===== config.mk =====
export PLATFORM = sky130hd
export DESIGN_NAME = parity_bist_ctrl
export DESIGN_NICKNAME = d
export VERILOG_FILES = /design/src/rtl/parity_bist_ctrl.sv
export SDC_FILE = /design/constraint.sdc
export NUM_CORES = 1
export LEC_CHECK = 0
export BUFFER_PORTS_ARGS = -buffer_cell sky130_fd_sc_hd__buf_2
export CAP_MARGIN = 0
export CORE_ASPECT_RATIO = 0.9
export CORE_MARGIN = 2
export CORE_UTILIZATION = 50
export CTS_CLUSTER_SIZE = 20
export DETAILED_ROUTE_END_ITERATION = 10
export GPL_TIMING_DRIVEN = 0
export HOLD_SLACK_MARGIN = 0.05
export PLACE_DENSITY = 0.73
export SETUP_SLACK_MARGIN = 0.5
export SLEW_MARGIN = 20
export SYNTH_ARGS = -nofsm -noshare
export SYNTH_HDL_FRONTEND = slang
export SYNTH_SLANG_ARGS = --single-unit
export TNS_END_PERCENT = 20

===== constraint.sdc =====
create_clock -name clk -period 2.6 [get_ports clk]
set_input_delay 0.52 -clock clk [delete_from_list [all_inputs] [get_ports clk]]
set_output_delay 0.52 -clock clk [all_outputs]
set_load 0.1 [all_outputs]

===== src/rtl/parity_bist_ctrl.sv =====
// Built-in self test sequencer for a 3-input parity cell: walks all eight input
// vectors, compares the returned parity and reports error count and first failure.
module parity_bist_ctrl (
    input  logic       clk,
    input  logic       rst,
    input  logic       start,
    input  logic       parity_sel,
    input  logic [3:0] settle,
    output logic       dut_a,
    output logic       dut_b,
    output logic       dut_c,
    input  logic       dut_p,
    output logic       busy,
    output logic       done,
    output logic       pass,
    output logic [3:0] err_cnt,
    output logic [2:0] first_fail,
    output logic       fail_valid
);

    typedef enum logic [2:0] {
        IDLE,
        DRIVE,
        WAIT,
        SAMPLE,
        DONE
    } state_t;

    state_t     state, state_n;
    logic [2:0] vec, vec_n;
    logic [3:0] cnt, cnt_n;
    logic       psel_l, psel_l_n;
    logic [3:0] settle_l, settle_l_n;
    logic [3:0] err_cnt_n;
    logic [2:0] first_fail_n;
    logic       fail_valid_n;
    logic       pass_n;
    logic       mismatch;

    // Parity the unit under test should return for vector v; sel selects odd parity.
    function automatic logic expected_parity(input logic [2:0] v, input logic sel);
        return (v[2] ^ v[1] ^ v[0]) ^ sel;
    endfunction

    assign mismatch = (dut_p != expected_parity(vec, psel_l));

    always_ff @(posedge clk or posedge rst) begin
        if (rst) begin
            state      <= IDLE;
            vec        <= 3'd0;
            cnt        <= 4'd0;
            psel_l     <= 1'b0;
            settle_l   <= 4'd0;
            err_cnt    <= 4'd0;
            first_fail <= 3'd0;
            fail_valid <= 1'b0;
            pass       <= 1'b0;
        end else begin
            state      <= state_n;
            vec        <= vec_n;
            cnt        <= cnt_n;
            psel_l     <= psel_l_n;
            settle_l   <= settle_l_n;
            err_cnt    <= err_cnt_n;
            first_fail <= first_fail_n;
            fail_valid <= fail_valid_n;
            pass       <= pass_n;
        end
    end

    always_comb begin
        state_n      = state;
        vec_n        = vec;
        cnt_n        = cnt;
        psel_l_n     = psel_l;
        settle_l_n   = settle_l;
        err_cnt_n    = err_cnt;
        first_fail_n = first_fail;
        fail_valid_n = fail_valid;
        pass_n       = pass;

        case (state)
            IDLE: begin
                // Results of the previous run stay visible until a new run is accepted.
                if (start) begin
                    psel_l_n     = parity_sel;
                    settle_l_n   = settle;
                    vec_n        = 3'd0;
                    err_cnt_n    = 4'd0;
                    first_fail_n = 3'd0;
                    fail_valid_n = 1'b0;
                    pass_n       = 1'b0;
                    state_n      = DRIVE;
                end
            end
            DRIVE: begin
                cnt_n   = settle_l;
                state_n = (settle_l != 4'd0) ? WAIT : SAMPLE;
            end
            WAIT: begin
                cnt_n = cnt - 4'd1;
                if (cnt == 4'd1) begin
                    state_n = SAMPLE;
                end
            end
            SAMPLE: begin
                if (mismatch) begin
                    err_cnt_n = err_cnt + 4'd1;
                    if (!fail_valid) begin
                        first_fail_n = vec;
                        fail_valid_n = 1'b1;
                    end
                end
                if (vec == 3'd7) begin
                    state_n = DONE;
                end else begin
                    vec_n   = vec + 3'd1;
                    state_n = DRIVE;
                end
            end
            DONE: begin
                // err_cnt already includes the final sample here.
                pass_n  = (err_cnt == 4'd0);
                vec_n   = 3'd0;
                state_n = IDLE;
            end
            default: begin
                state_n = IDLE;
            end
        endcase
    end

    assign {dut_a, dut_b, dut_c} = vec;
    assign busy = (state != IDLE);
    assign done = (state == DONE);

endmodule


==> results of run 1 <==
per-stage QoR:
stage	setup WS, ps	area, µm²	std cells
2_1_floorplan	485.1	1281	123
3_3_place_gp	677.4	1426	173
3_5_place_dp	674.2	1426	173
4_1_cts	457.0	1466	177
5_1_grt	519.1	1481	178
6_report	589.4	1481	178
layer usage:
metal	GRT usage, %	part of all wire (%)
met5	0	0
met4	8.527	1.3
met3	2.736	4.7
met2	30.46	47
met1	25.48	47
Yosys cell counts, types with 3 or more instances:
| cell type | n | share of area (%) |
|---|---|---|
| a21oi_1 | 7 | 2.8 |
| a22o_1 | 3 | 2.1 |
| o21ai_0 | 3 | 1.2 |
| nor2_1 | 9 | 2.7 |
| o22ai_1 | 5 | 2.5 |
| ha_1 | 6 | 5.9 |
| nand2_1 | 10 | 3.0 |
| dfrtp_1 | 24 | 47 |
| mux2i_1 | 7 | 5.5 |
| inv_1 | 11 | 3.3 |
| mux2_2 | 6 | 5.3 |
| nor3_1 | 3 | 1.2 |
flip-flops by register name (all words and copies together), names as in the netlist:
name and cells:
cnt 4, err_cnt 4, fail_valid 1, first_fail 3
pass 1, psel_l 1, settle_l 4, state 3
vec 3
worst register-to-register path: stages (launching register included):
cell and delay [ps]:
dfrtp_1 460, xnor3_1 380, xnor2_1 270, and2b_2 260
mux2i_1 220
path summary, 6_finish.rpt:
check                                start     endpoint  slack [ps]
worst max-delay path              state[2]         busy         590
worst min-delay path                   rst       cnt[3]         370
worst max register to register      vec[2]   err_cnt[3]         940
worst min register to register  fail_valid   fail_valid         530
max in group asynchronous              rst       psel_l        1700
min in group clk                 settle[1]  settle_l[1]         430
logic make-up after synthesis:
| kind of cell | share of synthesized area [%] |
|---|---|
| adder cells (fa/ha/maj) | 5.911 |
| XOR/XNOR | 4.532 |
| AO/OA/AOI/OAI | 11.72 |
| multiplexers | 10.84 |
| AND/OR/NAND/NOR | 14.78 |
| buffers and inverters | 4.926 |
| flip-flops | 47.29 |
timing repair:
action	4_1_cts	5_1_grt
gates resized for setup	2	6
setup buffers	0	1
endpoints found under the setup margin	2	2
layout make-up:
type	count	area, µm²	area share, %
multi-input cells	83	618.1	41.72
flip-flops and latches	24	600.6	40.54
repair buffers	23	126.4	8.530
clock buffers	4	36.28	2.449
plain buffers	5	23.77	1.605
inverters	11	41.29	2.787
well taps	28	35.03	2.365
==> impl_metrics.py, run 1 <==
metrics = {
    "worst_setup_path": {
        "worstPathArrival_ps": 1490,
        "cp_max_fo": 10,
        "critPathMaxStageDelay_ps": 410,
        "crit_cells": 3,
        "path_buf_inv": 2,
        "path_delay_family": "flip-flops",
        "crit_chain": "clkbuf_2 > or3_1 > buf_6",
        "cp-end-kind": "output port",
        "reg2reg_depth": 4,
        "critPathRequiredTime_ps": 2080,
        "critPathKind": "reg -> out",
        "crit_slowest_cell": "dfrtp_1",
        "startpoint_type": "flip-flop",
    },
    "routing": {
        "vias": 996,
        "firstDrtPassIters": 4,
        "wl_per_cell_um": 13.28,
        "ant_nets": 0,
        "route.detailed.drc": 0,
        "first_iter_violations": 19,
        "totalWireLength_um": 2363,
        "via_per_inst": 5.596,
    },
    "die": {
        "std_cell_rows": 17,
        "io_pins": 23,
        "initial_core_util_pct": 52.37,
        "die-width_um": 57.13,
        "die-area_um2": 2960,
        "die_y_um": 51.81,
        "core_area_um2": 2425,
    },
    "timing": {
        "timing.fmax_ghz": 0.4974,
        "rsz0062_at_grt": "no",
        "fin_tns_setup_ps": 0,
        "tightestPinTransition_ps": 872.6,
        "fin_skew_ps": 2.330,
        "setup_viol": 0,
        "hold_viol_final": 0,
        "finalMaxSlewViolations": 0,
        "hold-worst-slack_ps": 368.7,
        "min_period_ps": 2011,
        "max_slew_margin_pct": 41.76,
        "fin_crit_sh_pct": 77.33,
    },
    "layout": {
        "area_growth_syn_to_layout_pct": 16.65,
        "post_route_cells_drive_above_1_share_pct": 26.00,
        "layout_common_cells": "dfrtp_1, buf_2, inv_1",
        "insertedDiodeCount": 0,
        "layout_commonest_cell": "dfrtp_1",
        "fin_nets": 166,
        "fillers": 208,
        "final_util_pct": 61.09,
    },
    "clock_network": {
        "clk_latency_ps": 310,
        "clkSlewWorstSetupHoldPaths_ps": 130,
        "clockBufferDepth": 2,
        "numCtsBuffers": 3,
        "clkSinkCount": 24,
        "tritoncts": "built",
        "hold_buffers": 0,
        "cts_root_buf": "clkbuf_4",
        "htreeDepth": 1,
    },
    "synthesis": {
        "synth_cells": 123,
        "synth_warnings": 0,
        "synth_edf_count": 0,
        "syn-cell-area_um2": 1270,
        "synth.avg_cell_area_um2": 10.32,
        "ys_seq_elements": 24,
        "ys.flop_type": "dfrtp_1",
        "seq_area_frac_synth_pct": 47.29,
        "ys_types": 32,
        "syn-num-nets": 138,
        "synthArstFlopShare_pct": 100.0,
    },
    "global_route": {
        "grt_max_degree": 25,
        "gr-total-overflow": 0,
        "grt_pass1_wl_um": 4271,
        "grt_pass1_vias": 974,
        "antenna_found_initial": 0,
        "grtUsageTotal_pct": 18.91,
    },
    "hold_path": {
        "hp-class": "in -> async",
    },
    "run_status": {
        "status": "finished, final reports clean",
    },
    "place": {
        "port_buffers": 22,
        "gp_congestion": 0.8583,
        "dp_hpwl_um": 1824,
    },
    "job": {
        "maxCapViolCount": 0,
    },
}
Power of run 1 is not shown: default switching activity piles up to over one toggle a cycle in this logic, so the estimate is an artifact.
==> inputs of run 2 (changes only) <==
ABC_AREA = 1   (was default)
CORE_UTILIZATION = 49   (was 50)
PLACE_DENSITY = 0.74   (was 0.73)
clock period = 1.7 ns   (was 2.6 ns; I/O delays follow)
==> run 2 against run 1 <==
  * The flow now finishes with violations (DRC)
  * Routed wire length up 44%
  * Area after synthesis up 4.8%
  * Core utilization up 14 points
  * Critical endpoint is now done
  * Non-clock buffer count up 9
  * Hold slack worse by 180 ps
  * Global-route usage up 3.7 points
  * Via count up 27%
  * Sequential share of layout area down 7.7 points
  * Critical path depth unchanged
==> impl_metrics.py, run 2 <==
metrics = {
    "global_route": {
        "gr-total-overflow": 0,
        "grt_pass1_wl_um": 5250,
        "grtUsageTotal_pct": 22.60,
        "grt_max_degree": 25,
        "grt_pass1_vias": 1195,
        "antenna_found_initial": 0,
    },
    "synthesis": {
        "ys_seq_elements": 24,
        "synth_warnings": 0,
        "synth.avg_cell_area_um2": 8.373,
        "synthArstFlopShare_pct": 100.0,
        "seq_area_frac_synth_pct": 45.11,
        "ys_types": 26,
        "syn-cell-area_um2": 1331,
        "synth_top_area_cell": "dfrtp_1",
        "synth_cells": 159,
        "synth_edf_count": 0,
        "syn-num-nets": 174,
        "ys.flop_type": "dfrtp_1",
        "synthTopCellsByArea": "dfrtp_1, nand2_1, inv_1",
        "ys_top_cells_by_count": "nand2_1, dfrtp_1, inv_1",
        "yosysMostFrequentCell": "nand2_1",
        "synth_top_area_share_pct": 45.11,
    },
    "die": {
        "io_pins": 23,
        "die-width_um": 58.95,
        "core_area_um2": 2510,
        "std_cell_rows": 17,
        "die-area_um2": 3151,
        "die_y_um": 53.45,
        "initial_core_util_pct": 53.04,
    },
    "clock_network": {
        "tritoncts": "built",
        "clkSlewWorstSetupHoldPaths_ps": 140,
        "clk_latency_ps": 320,
        "hold_buffers": 0,
        "htreeDepth": 1,
        "clkSinkCount": 24,
        "clockBufferDepth": 2,
        "cts_root_buf": "clkbuf_4",
        "numCtsBuffers": 3,
    },
    "job": {
        "maxCapViolCount": 0,
    },
    "timing": {
        "rsz0062_at_grt": "yes",
        "fin_skew_ps": 11.41,
        "min_period_ps": 1668,
        "tightestPinTransition_ps": 899.1,
        "max_slew_margin_pct": 40.00,
        "fin_tns_setup_ps": 0,
        "finalMaxSlewViolations": 0,
        "hold_viol_final": 0,
        "setup_viol": 0,
        "hold-worst-slack_ps": 184.5,
        "timing.fmax_ghz": 0.5995,
        "fin_crit_sh_pct": 98.12,
    },
    "layout": {
        "layout_commonest_cell": "nand2_1",
        "final_area_um2": 1886,
        "area_growth_syn_to_layout_pct": 41.64,
        "insertedDiodeCount": 0,
        "layout_common_cells": "nand2_1, inv_1, buf_2",
        "fin_nets": 214,
        "final_util_pct": 75.12,
        "fillers": 180,
        "largest_registers": "cnt: 4 flops, err_cnt: 4 flops, settle_l: 4 flops",
        "post_route_cells_drive_above_1_share_pct": 44.44,
    },
    "worst_setup_path": {
        "regToRegStartpoint": "state[0]",
        "critPathKind": "reg -> out",
        "critPathRequiredTime_ps": 1360,
        "path_delay_family": "flip-flops",
        "crit_slowest_cell": "dfrtp_1",
        "cp-end-kind": "output port",
        "path_buf_inv": 2,
        "startpoint": "state[2]",
        "r2r_end": "cnt[3]",
        "cp_max_fo": 6,
        "ff2ff_setup_slack_ps": 200,
        "startpoint_type": "flip-flop",
        "endpoint": "done",
        "crit_cells": 3,
        "critPathMaxStageDelay_ps": 460,
        "crit_chain": "clkinv_4 > nor2_4 > buf_12",
        "reg2reg_depth": 6,
        "worstPathArrival_ps": 1330,
    },
    "place": {
        "gp_congestion": 0.7787,
        "dp_hpwl_um": 2125,
        "port_buffers": 22,
        "dpl-instance-area_um2": 1535,
    },
    "run_status": {
        "status": "finished with violations",
        "violations": "DRC",
    },
    "routing": {
        "ant_nets": 0,
        "vias": 1263,
        "route.detailed.drc": 3,
        "wl_per_cell_um": 15.08,
        "totalWireLength_um": 3408,
        "via_per_inst": 5.588,
        "first_iter_violations": 29,
        "firstDrtPassIters": 7,
    },
    "power_and_ir_drop": {
        "p_total_mw": 4.033,
        "peakVddDrop_mv": 1.628,
        "power.density_nw_per_um2": 2139,
        "cellLeakagePower_nw": 0.9339,
    },
    "hold_path": {
        "hp-class": "in -> async",
    },
}
## run 2: worst min-delay path by stage
stage | startpoint | to | slack (ps) | cells past startpoint
2_1_floorplan | rst | cnt[0] | 350 | 1
3_3_place_gp | first_fail[0] | first_fail[0] | 450 | 2
3_5_place_dp | first_fail[1] | first_fail[1] | 460 | 2
4_1_cts | settle[0] | settle_l[0] | 220 | 3
5_1_grt | settle[3] | settle_l[3] | 220 | 3
6_report | rst | vec[1] | 180 | 2
## run 2: cell families after synthesis
logic type                 synth area share (%)
AOI/OAI and AO/OA                         8.365
and+or+nand+nor                           29.42
DFF                                       45.11
buffers and inverters                     8.176
xor gates and xnor gates                  3.290
adders and majority gates                 5.639
## run 2: through the flow
stage                     worst slack (ps)  cells
final                                31.99    226
after global routing                 4.906    226
after CTS                            92.48    221
after detailed placement             115.4    209
after global placement               133.3    209
after floorplan                      129.4    159
## run 2: where the power goes
part           internal (mW)  switching [mW]
combinational          0.882            1.81
sequential             0.818           0.212
clock                  0.131           0.180
total                   1.83            2.20
## run 2: final cells by class
cell class              instances  area [µm²]  share of cell area [%]
plain buffers                   2       18.77                  0.9954
multi-input cells             108       772.0                   40.94
well taps                      28       35.03                   1.858
repair buffers                 35       292.8                   15.53
flip-flops and latches         24       619.3                   32.85
inverters                      25       111.4                   5.906
clock buffers                   4       36.28                   1.924
## run 2: layer usage
layer / share of wire [%] / track usage (%)
met3: 3.9 / 3.423
met4: 1.4 / 9.091
met2: 51 / 37.22
met1: 44 / 29.77
met5: 0 / 0
## run 2: what timing repair did
action / CTS / global route
pin swaps: 5 / 12
endpoints found under the setup margin: 38 / 38
buffers inserted: 7 / 5
resized for setup: 38 / 25
gates cloned: 1 / 0
(Power assumes the default switching activity.)
==> inputs of run 3 (changes only) <==
REMOVE_ABC_BUFFERS = 1   (was default)
==> run 3 against run 2 <==
  * The run now ends clean
  * Cell area is 7.5% lower
  * Register-to-register slack lost 60 ps
  * Clock-buffer cell count decreased by 1
  * Non-clock buffer count rose by 1
  * Sequential share of layout area increased by 1.9 points
  * Highest routed layer unchanged
==> impl_metrics.py, run 3 (synthesized netlist as in run 2, its figures left out) <==
metrics = {
    "timing": {
        "timing.fmax_ghz": 0.6118,
        "tightestPinTransition_ps": 900.1,
        "fin_crit_sh_pct": 96.15,
        "rsz0062_at_grt": "yes",
        "finalMaxSlewViolations": 0,
        "hold_viol_final": 0,
        "min_period_ps": 1635,
        "max_slew_margin_pct": 39.93,
        "fin_skew_ps": 7.430,
        "setup_viol": 0,
        "fin_tns_setup_ps": 0,
    },
    "die": {
        "die_y_um": 53.45,
        "initial_core_util_pct": 53.04,
        "core_area_um2": 2510,
        "die-area_um2": 3151,
        "io_pins": 23,
        "std_cell_rows": 17,
        "die-width_um": 58.95,
    },
    "routing": {
        "route.detailed.drc": 0,
        "totalWireLength_um": 3025,
        "via_per_inst": 5.498,
        "vias": 1248,
        "first_iter_violations": 38,
        "firstDrtPassIters": 4,
        "wl_per_cell_um": 13.33,
        "ant_nets": 0,
    },
    "layout": {
        "fin_nets": 216,
        "area_growth_syn_to_layout_pct": 31.01,
        "largest_registers": "cnt: 4 flops, err_cnt: 4 flops, settle_l: 4 flops",
        "post_route_cells_drive_above_1_share_pct": 34.17,
        "layout_common_cells": "nand2_1, dfrtp_1, inv_1, buf_2, nand3_1",
        "insertedDiodeCount": 0,
        "final_area_um2": 1744,
        "layout_commonest_cell": "nand2_1",
    },
    "global_route": {
        "grt_max_degree": 25,
        "antenna_found_initial": 0,
        "gr-total-overflow": 0,
        "grt_pass1_wl_um": 5085,
        "grtUsageTotal_pct": 21.72,
        "grt_pass1_vias": 1215,
    },
    "place": {
        "port_buffers": 22,
        "dpl-instance-area_um2": 1464,
        "gp_congestion": 0.7709,
        "dp_hpwl_um": 1982,
    },
    "clock_network": {
        "tritoncts": "built",
        "clockBufferDepth": 2,
        "clk_latency_ps": 310,
        "clkSinkCount": 24,
        "hold_buffers": 0,
        "htreeDepth": 1,
        "numCtsBuffers": 3,
        "cts_root_buf": "clkbuf_4",
        "clkSlewWorstSetupHoldPaths_ps": 130,
    },
    "worst_setup_path": {
        "cp_max_fo": 3,
        "worstPathArrival_ps": 1290,
        "startpoint_type": "flip-flop",
        "critPathKind": "reg -> out",
        "critPathRequiredTime_ps": 1360,
        "cp-end-kind": "output port",
    },
    "run_status": {
        "status": "finished, final reports clean",
    },
    "job": {
        "maxCapViolCount": 0,
    },
    "hold_path": {
        "hp-class": "in -> async",
    },
}
run 3: repair_timing:
| action | CTS | global route |
|---|---|---|
| endpoints found under the setup margin | 36 | 38 |
| gates resized for setup | 29 | 12 |
| buffers inserted | 8 | 8 |
| cloned | 0 | 1 |
| pin swaps | 4 | 7 |
run 3: routing by layer:
layer,vias to the layer above,part of all wire (%),track usage [%]
met2,42,49,38.52
met4,0,1.6,9.848
met5,-,0,0
met3,6,5.4,2.689
met1,594,43,26.19
li1,606,-,-
run 3: final timing paths:
path,from,endpoint,slack (ps),cells past startpoint
worst max-delay path,state[0],busy,70,4
worst min register to register,first_fail[2],first_fail[2],490,2
worst max register to register,state[2],vec[2],140,5
max in group asynchronous,rst,vec[2],890,2
min in group clk,settle[0],settle_l[0],230,3
worst min-delay path,rst,pass,190,2
run 3: final cells by class:
class,count,area [µm²]
Multi-Input combinational cell,109,688.2
Clock buffer,3,22.52
Timing Repair Buffer,38,292.8
Fill cell,196,765.7
Sequential cell,24,606.8
Tap cell,28,35.03
Inverter,25,98.84
run 3: worst max-delay path, stage by stage (launching register included):
cell and delay (ps):
dfrtp_2 450, nor2_4 140, buf_4 130, nand2_4 80, buf_12 180
run 3: through the flow:
stage	hold slack [ps]	worst slack (ps)	util, %	cells
6_report	192.7	65.40	69.49	227
5_1_grt	230.6	0.5342	69.49	227
4_1_cts	221.7	71.02	65.25	218
3_5_place_dp	458.7	30.40	58.33	207
3_3_place_gp	452.4	30.99	58.33	207
2_1_floorplan	354.6	-766.1	-	157
Power of run 3 is left out for the same reason.
